`src/rtl/iob_uart16550_serial_rx_monitor.sv`:
```
// Serial-line receiver/checker for the uart16550 transmit pad.
// Decodes 16550-style frames (5..8 data bits, optional normal/stick parity,
// one checked stop bit) using 16x oversampling derived from a 16550 divisor,
// and queues each character with its parity/framing/break flags in a FIFO
// drained through a valid/ready handshake.
module iob_uart16550_serial_rx_monitor #(
    parameter int DIV_W       = 16,
    parameter int FIFO_ADDR_W = 4
) (
    input  logic                   clk_i,
    input  logic                   rst_i,
    input  logic                   cke_i,
    input  logic                   rxd_i,
    input  logic [DIV_W-1:0]       div_i,
    input  logic [5:0]             lcr_i,
    input  logic                   clear_i,
    output logic [7:0]             data_o,
    output logic                   perr_o,
    output logic                   ferr_o,
    output logic                   brk_o,
    output logic                   valid_o,
    input  logic                   ready_i,
    output logic                   overrun_o,
    output logic [FIFO_ADDR_W:0]   level_o
);

    localparam int DEPTH = 1 << FIFO_ADDR_W;
    localparam logic [DIV_W-1:0]       DIV_ONE   = {{(DIV_W-1){1'b0}}, 1'b1};
    localparam logic [FIFO_ADDR_W-1:0] PTR_ONE   = {{(FIFO_ADDR_W-1){1'b0}}, 1'b1};
    localparam logic [FIFO_ADDR_W:0]   CNT_ONE   = {{FIFO_ADDR_W{1'b0}}, 1'b1};
    localparam logic [FIFO_ADDR_W:0]   DEPTH_CNT = {1'b1, {FIFO_ADDR_W{1'b0}}};

    typedef enum logic [2:0] {
        ST_IDLE,
        ST_START,
        ST_DATA,
        ST_PARITY,
        ST_STOP
    } state_t;

    typedef struct packed {
        logic       brk;
        logic       ferr;
        logic       perr;
        logic [7:0] data;
    } rx_char_t;

    // ------------------------------------------------------------------
    // Synchronizer and edge detect
    // ------------------------------------------------------------------
    logic       sync1_q, sync2_q, prev_q;
    logic [1:0] prime_q;    // fills with ones once both sync flops hold real line samples

    // Two-flop synchronizer plus one delayed copy for falling-edge detection.
    // NOTE: sequential state uses non-blocking (<=) so every flop samples the
    // pre-edge value of its source; blocking here would collapse the chain.
    always_ff @(posedge clk_i) begin
        if (rst_i) begin
            sync1_q <= 1'b1;
            sync2_q <= 1'b1;
            prev_q  <= 1'b1;
            prime_q <= 2'b00;
        end else if (cke_i) begin
            sync1_q <= rxd_i;
            sync2_q <= sync1_q;
            prev_q  <= sync2_q;
            prime_q <= {prime_q[0], 1'b1};
        end
    end

    // ------------------------------------------------------------------
    // Oversampling tick generator
    // ------------------------------------------------------------------
    logic [DIV_W-1:0] div_cnt_q;
    logic             rx_en;
    logic             tick;
    logic             start_edge;
    state_t           state_q;
    logic             armed_q;

    assign rx_en = (div_i != '0);
    // '>=' keeps the counter bounded if div_i shrinks while running
    assign tick  = rx_en && (div_cnt_q >= div_i - DIV_ONE);
    assign start_edge = rx_en && (state_q == ST_IDLE) && armed_q && prev_q && !sync2_q;

    // Free-running divider, realigned to the start edge so samples land mid-bit.
    always_ff @(posedge clk_i) begin
        if (rst_i) begin
            div_cnt_q <= '0;
        end else if (cke_i) begin
            if (!rx_en || start_edge || tick) begin
                div_cnt_q <= '0;
            end else begin
                div_cnt_q <= div_cnt_q + DIV_ONE;
            end
        end
    end

    // ------------------------------------------------------------------
    // Frame decoder
    // ------------------------------------------------------------------
    logic [3:0] k_q;        // ticks within the current bit
    logic [2:0] bit_idx_q;
    logic [7:0] data_q;
    logic [5:0] lcr_q;
    logic       perr_q;
    logic       zero_q;     // every sample so far in this frame was 0
    logic [2:0] last_bit;
    logic       exp_par;
    logic       unused_stop2;

    // Only the first stop bit is checked; the two-stop setting only lengthens
    // the idle time the transmitter leaves, which edge re-arming already covers.
    assign unused_stop2 = lcr_q[2];

    assign last_bit = 3'd4 + {1'b0, lcr_q[1:0]};
    assign exp_par  = lcr_q[5] ? ~lcr_q[4] : (lcr_q[4] ? ^data_q : ~(^data_q));

    // Receive FSM: start qualification, data shift, parity and stop checks.
    // armed_q is cleared when a frame starts and set again only after the
    // line is seen high, so a held-low line (break, reset mid-frame) can never
    // look like a fresh start edge.
    always_ff @(posedge clk_i) begin
        if (rst_i) begin
            state_q   <= ST_IDLE;
            k_q       <= '0;
            bit_idx_q <= '0;
            data_q    <= '0;
            lcr_q     <= '0;
            perr_q    <= 1'b0;
            zero_q    <= 1'b0;
            armed_q   <= 1'b0;
        end else if (cke_i) begin
            if (!rx_en) begin
                state_q <= ST_IDLE;
                k_q     <= '0;
                if (prime_q[1] && sync1_q && sync2_q) begin
                    armed_q <= 1'b1;
                end
            end else begin
                case (state_q)
                    ST_IDLE: begin
                        k_q <= '0;
                        if (start_edge) begin
                            state_q <= ST_START;
                            lcr_q   <= lcr_i;
                            armed_q <= 1'b0;
                        end else if (prime_q[1] && sync1_q && sync2_q) begin
                            armed_q <= 1'b1;
                        end
                    end
                    ST_START: begin
                        if (tick) begin
                            if (k_q == 4'd7) begin
                                k_q <= '0;
                                if (sync2_q) begin
                                    state_q <= ST_IDLE;     // glitch, not a start bit
                                end else begin
                                    state_q   <= ST_DATA;
                                    bit_idx_q <= '0;
                                    data_q    <= '0;
                                    perr_q    <= 1'b0;
                                    zero_q    <= 1'b1;
                                end
                            end else begin
                                k_q <= k_q + 4'd1;
                            end
                        end
                    end
                    ST_DATA: begin
                        if (tick) begin
                            if (k_q == 4'd15) begin
                                k_q               <= '0;
                                data_q[bit_idx_q] <= sync2_q;
                                if (sync2_q) begin
                                    zero_q <= 1'b0;
                                end
                                if (bit_idx_q == last_bit) begin
                                    state_q <= lcr_q[3] ? ST_PARITY : ST_STOP;
                                end else begin
                                    bit_idx_q <= bit_idx_q + 3'd1;
                                end
                            end else begin
                                k_q <= k_q + 4'd1;
                            end
                        end
                    end
                    ST_PARITY: begin
                        if (tick) begin
                            if (k_q == 4'd15) begin
                                k_q     <= '0;
                                perr_q  <= (sync2_q != exp_par);
                                state_q <= ST_STOP;
                                if (sync2_q) begin
                                    zero_q <= 1'b0;
                                end
                            end else begin
                                k_q <= k_q + 4'd1;
                            end
                        end
                    end
                    ST_STOP: begin
                        if (tick) begin
                            if (k_q == 4'd15) begin
                                k_q     <= '0;
                                state_q <= ST_IDLE;
                            end else begin
                                k_q <= k_q + 4'd1;
                            end
                        end
                    end
                    default: begin
                        state_q <= ST_IDLE;
                        k_q     <= '0;
                    end
                endcase
            end
        end
    end

    // Character completes on the stop-bit sample tick.
    logic     push;
    rx_char_t push_char;

    assign push = cke_i && rx_en && (state_q == ST_STOP) && tick && (k_q == 4'd15);

    assign push_char.data = data_q;
    assign push_char.perr = perr_q;
    assign push_char.ferr = ~sync2_q;
    assign push_char.brk  = zero_q & ~sync2_q;

    // ------------------------------------------------------------------
    // Character FIFO
    // ------------------------------------------------------------------
    rx_char_t                 mem_q [DEPTH];
    logic [FIFO_ADDR_W-1:0]   wr_ptr_q, rd_ptr_q;
    logic [FIFO_ADDR_W:0]     count_q;
    logic                     overrun_q;
    logic                     full;
    logic                     pop;
    logic                     wr_en;
    rx_char_t                 head;

    assign valid_o = (count_q != '0);
    assign full    = (count_q == DEPTH_CNT);
    assign pop     = cke_i && !clear_i && valid_o && ready_i;
    assign wr_en   = push && !rst_i && !clear_i && (!full || pop);

    // Storage write port.
    // NOTE: the storage array is deliberately not reset; the pointers and
    // count define what is valid, and an unreset array maps onto plain RAM.
    always_ff @(posedge clk_i) begin
        if (wr_en) begin
            mem_q[wr_ptr_q] <= push_char;
        end
    end

    // Pointers, occupancy and sticky overrun; clear takes priority over traffic.
    always_ff @(posedge clk_i) begin
        if (rst_i) begin
            wr_ptr_q  <= '0;
            rd_ptr_q  <= '0;
            count_q   <= '0;
            overrun_q <= 1'b0;
        end else if (cke_i) begin
            if (clear_i) begin
                wr_ptr_q  <= '0;
                rd_ptr_q  <= '0;
                count_q   <= '0;
                overrun_q <= 1'b0;
            end else begin
                if (wr_en) begin
                    wr_ptr_q <= wr_ptr_q + PTR_ONE;
                end
                if (pop) begin
                    rd_ptr_q <= rd_ptr_q + PTR_ONE;
                end
                if (wr_en && !pop) begin
                    count_q <= count_q + CNT_ONE;
                end else if (pop && !wr_en) begin
                    count_q <= count_q - CNT_ONE;
                end
                if (push && full && !pop) begin
                    overrun_q <= 1'b1;
                end
            end
        end
    end

    assign head      = mem_q[rd_ptr_q];
    assign overrun_o = overrun_q;
    assign level_o   = count_q;

    // Head-of-queue outputs, forced to zero while empty.
    // NOTE: every always_comb output gets a default first so no path leaves
    // it unassigned, which would otherwise infer a latch.
    always_comb begin
        data_o = '0;
        perr_o = 1'b0;
        ferr_o = 1'b0;
        brk_o  = 1'b0;
        if (valid_o) begin
            data_o = head.data;
            perr_o = head.perr;
            ferr_o = head.ferr;
            brk_o  = head.brk;
        end
    end

endmodule

```
`config.mk`:
```
export PLATFORM = sky130hd
export DESIGN_NAME = iob_uart16550_serial_rx_monitor
export DESIGN_NICKNAME = d
export VERILOG_FILES = /design/src/rtl/iob_uart16550_serial_rx_monitor.sv
export SDC_FILE = /design/constraint.sdc
export NUM_CORES = 1
export LEC_CHECK = 0
export ABC_AREA = 1
export ABC_CLOCK_PERIOD_IN_PS = 3700
export BUFFER_PORTS_ARGS = -buffer_cell sky130_fd_sc_hd__buf_2
export CAP_MARGIN = 30
export CORE_ASPECT_RATIO = 1.1
export CORE_MARGIN = 5
export CORE_UTILIZATION = 56
export CTS_CLUSTER_DIAMETER = 200
export DETAILED_ROUTE_END_ITERATION = 16
export HOLD_SLACK_MARGIN = 0.15
export MAX_ROUTING_LAYER = met4
export PLACE_DENSITY = 0.76
export SLEW_MARGIN = 15
export SYNTH_ARGS = -nofsm -noshare
export SYNTH_HDL_FRONTEND = slang
export SYNTH_SLANG_ARGS = --single-unit
export TNS_END_PERCENT = 20
```
`constraint.sdc`:
```
create_clock -name clk_i -period 3.7 [get_ports clk_i]
set_input_delay 0.74 -clock clk_i [delete_from_list [all_inputs] [get_ports clk_i]]
set_output_delay 0.74 -clock clk_i [all_outputs]
set_load 0.05 [all_outputs]
```
==> results.sh <==
export IMPL_outcome="complete, no violations"
export IMPL_drc_errors=0
export IMPL_nFillCells=1511
export IMPL_design_core_area_sq_um=19700
export IMPL_syn_avg_cell_area_sq_um=10.2
export IMPL_finalSetupViolations=0
export IMPL_synth_nets=1158
export IMPL_antenna_found_initial=0
export IMPL_hold_viol_final=0
export IMPL_clk_latency_ns=0.51
export IMPL_num_vias=8192
export IMPL_drtPass1Iterations=4
export IMPL_reg2reg_depth=20
export IMPL_cap_violations=0
export IMPL_die_w_microns=145
export IMPL_synth_top_cell_area_share=0.473
export IMPL_cpPeakStageDelay_ns=0.38
export IMPL_fin_crit_ns=3.50
export IMPL_vdd_ir_drop_worst_uv=326
export IMPL_synth_area_leaders="edfxtp_1, dfxtp_1, nor2_1, o21ai_0, nand2_1"
export IMPL_ys_flop_type="edfxtp_1"
export IMPL_cp_required_ns=4.14
export IMPL_power_density_nw_per_um2=425
export IMPL_viasPerCell=5.56
export IMPL_grt_overflow_total=0
export IMPL_wl_mm=24.2
export IMPL_final_cell_mix="edfxtp_1, nor2_1, nand2_1, o21ai_0, buf_4"
export IMPL_clk_pin_slew_ns=0.06
export IMPL_hp_class="in -> reg"
export IMPL_core_rowCount=54
export IMPL_slowest_stage="fa_2"
export IMPL_ant_nets=0
export IMPL_layout_commonest_cell="edfxtp_1"
export IMPL_track_usage=0.220
export IMPL_die_h_microns=158
export IMPL_max_freq_ghz=0.286
export IMPL_worstHoldPathCells=3
export IMPL_cts_sinks=241
export IMPL_synth_seq_cells=241
export IMPL_numCtsBuffers=24
export IMPL_gp_congestion=0.852
export IMPL_numPortBuffers=44
export IMPL_fin_area_sq_um=13000
export IMPL_grt_start_max_net_pins=67
export IMPL_crit_arrival_ns=3.94
export IMPL_nets=1263
export IMPL_cpMostUsedCell="nand2_1"
export IMPL_synth_edf_count=176
export IMPL_hpwlAfterDp_mm=16.4
export IMPL_tightestPinTransition_ns=0.830
export IMPL_grt_pass1_wl_mm=38.8
export IMPL_critPathMaxFanout=5
export IMPL_fin_crit_sh=0.946
export IMPL_post_route_util=0.660
export IMPL_seq_area_frac_synth=0.589
export IMPL_postCtsHoldBufs=0
export IMPL_drt_iter0_drc=695
export IMPL_ys_async_sr_fraction=0
export IMPL_cts_tree="built"
export IMPL_drive_above_1_share=0.203
export IMPL_slew_violations=0
export IMPL_path_class="in -> reg"
export IMPL_cts_path_max_buffers=3
export IMPL_insertedDiodeCount=0
export IMPL_wl_per_cell_microns=16.4
export IMPL_initial_core_util=0.566
export IMPL_cts_root_buf="clkbuf_16"
export IMPL_finClkSkew_ns=0.0213
export IMPL_ys_types=49
export IMPL_syn_inst=1099
export IMPL_num_io_pins=46
export IMPL_dieArea_sq_um=22900
export IMPL_htree_levels=1
export IMPL_worstSetupStartpointType="primary input"
export IMPL_syn_area_sq_um=11200
export IMPL_yosys_warnings=0
export IMPL_slew_headroom=0.446
export IMPL_worstSetupEndpointType="flip-flop"
export IMPL_post_synth_top_area_cell="edfxtp_1"
export IMPL_total_leakage_power_uw=0.00508
export IMPL_grt_pass1_vias=7811
export IMPL_place_area_sq_um=12100
export IMPL_area_growth_pct=16.5
[worst max-delay path, delay by kind of cell]
| family | cells | cell delay, ns |
|---|---|---|
| buffers and inverters | 4 | 0.37 |
| XOR/XNOR | 2 | 0.32 |
| adder cells (fa/ha/maj) | 2 | 0.67 |
| AND/OR/NAND/NOR | 18 | 1.70 |
| AO/OA/AOI/OAI | 1 | 0.12 |
[cell type report]
type	count	area (sq um)	area share
Tap cell	252	315	0.0242
Clock inverter	12	96.3	0.00740
Inverter	82	309	0.0237
Multi-Input combinational cell	731	4180	0.321
Clock buffer	32	679	0.0522
Sequential cell	241	6590	0.506
Timing Repair Buffer	124	852	0.0654
[logic make-up after synthesis]
logic type | Yosys count | synth area share
AOI/OAI and AO/OA | 247 | 0.130
adders and majority gates | 31 | 0.0354
and+or+nand+nor | 419 | 0.173
buffers and inverters | 127 | 0.0453
DFF | 241 | 0.589
xor gates and xnor gates | 34 | 0.0266
[registers in the layout, summed over array words and instances, names as in the netlist, named ones only]
signal     flops
sync2_q        1
div_cnt_q     16
lcr_q          5
overrun_o      1
mem_q        176
wr_ptr_q       4
bit_idx_q      3
prev_q         1
perr_q         1
level_o        5
sync1_q        1
data_q         8
rd_ptr_q       4
state_q        3
armed_q        1
k_q            4
zero_q         1
prime_q        2
[routing by layer]
layer  GRT usage  part of all wire  routed length, microns
met3      0.0290             0.059                    1420
met1       0.265              0.40                    9690
met2       0.389              0.52                   12500
met5           -                 0                       0
met4      0.0626             0.023                     563
[synthesized netlist by cell type (all sizes together) (3+ instances only)]
cell	number
nor2	192
xor2	14
o221ai	30
clkbuf	36
nor3	20
a21oi	69
nand4	15
ha	30
edfxtp	176
a211oi	4
nand2	126
dfxtp	65
xnor2	20
inv	79
o22ai	17
buf	9
clkinv	3
o21ai	119
or2	7
nand3	54
[timing repair]
item | in CTS | in global routing
setup buffers | 0 | 4
setup endpoints to repair | 0 | 3
resized for setup | 0 | 16
[metrics by stage]
step                cells  power (uW)  TNS (ns)  worst slack, ns  hold WS (ns)
floorplan            1099        3140   -0.0241          -0.0241         0.429
global placement     1425        3240     -3.70           -0.232         0.444
detailed placement   1425        3240    -16.20           -0.313         0.450
CTS                  1469        5560         0            0.193         0.444
global route         1474        5750   -0.0905          -0.0825         0.464
finish               1474        5540         0            0.199         0.456
[power breakdown]
| group | total (uW) | internal, uW | leakage, uW | switching [uW] |
|---|---|---|---|---|
| sequential | 2890 | 2870 | 0.00240 | 12.0 |
| combinational | 310 | 107 | 0.00229 | 203 |
| clock | 2340 | 1370 | 0.000385 | 974 |
[path summary, 6_finish.rpt]
path                              from                      end  slack (ns)
max                           div_i[1]  level_o[4]$_SDFFE_PP0P_        0.20
max reg2reg  div_cnt_q[0]$_SDFFE_PP0P_  level_o[4]$_SDFFE_PP0P_        1.06
min                              rxd_i     sync1_q$_SDFFE_PP1P_        0.46
min reg2reg    prime_q[1]$_SDFFE_PP0P_  prime_q[1]$_SDFFE_PP0P_        0.46
Power figures use the tool's default switching activity.
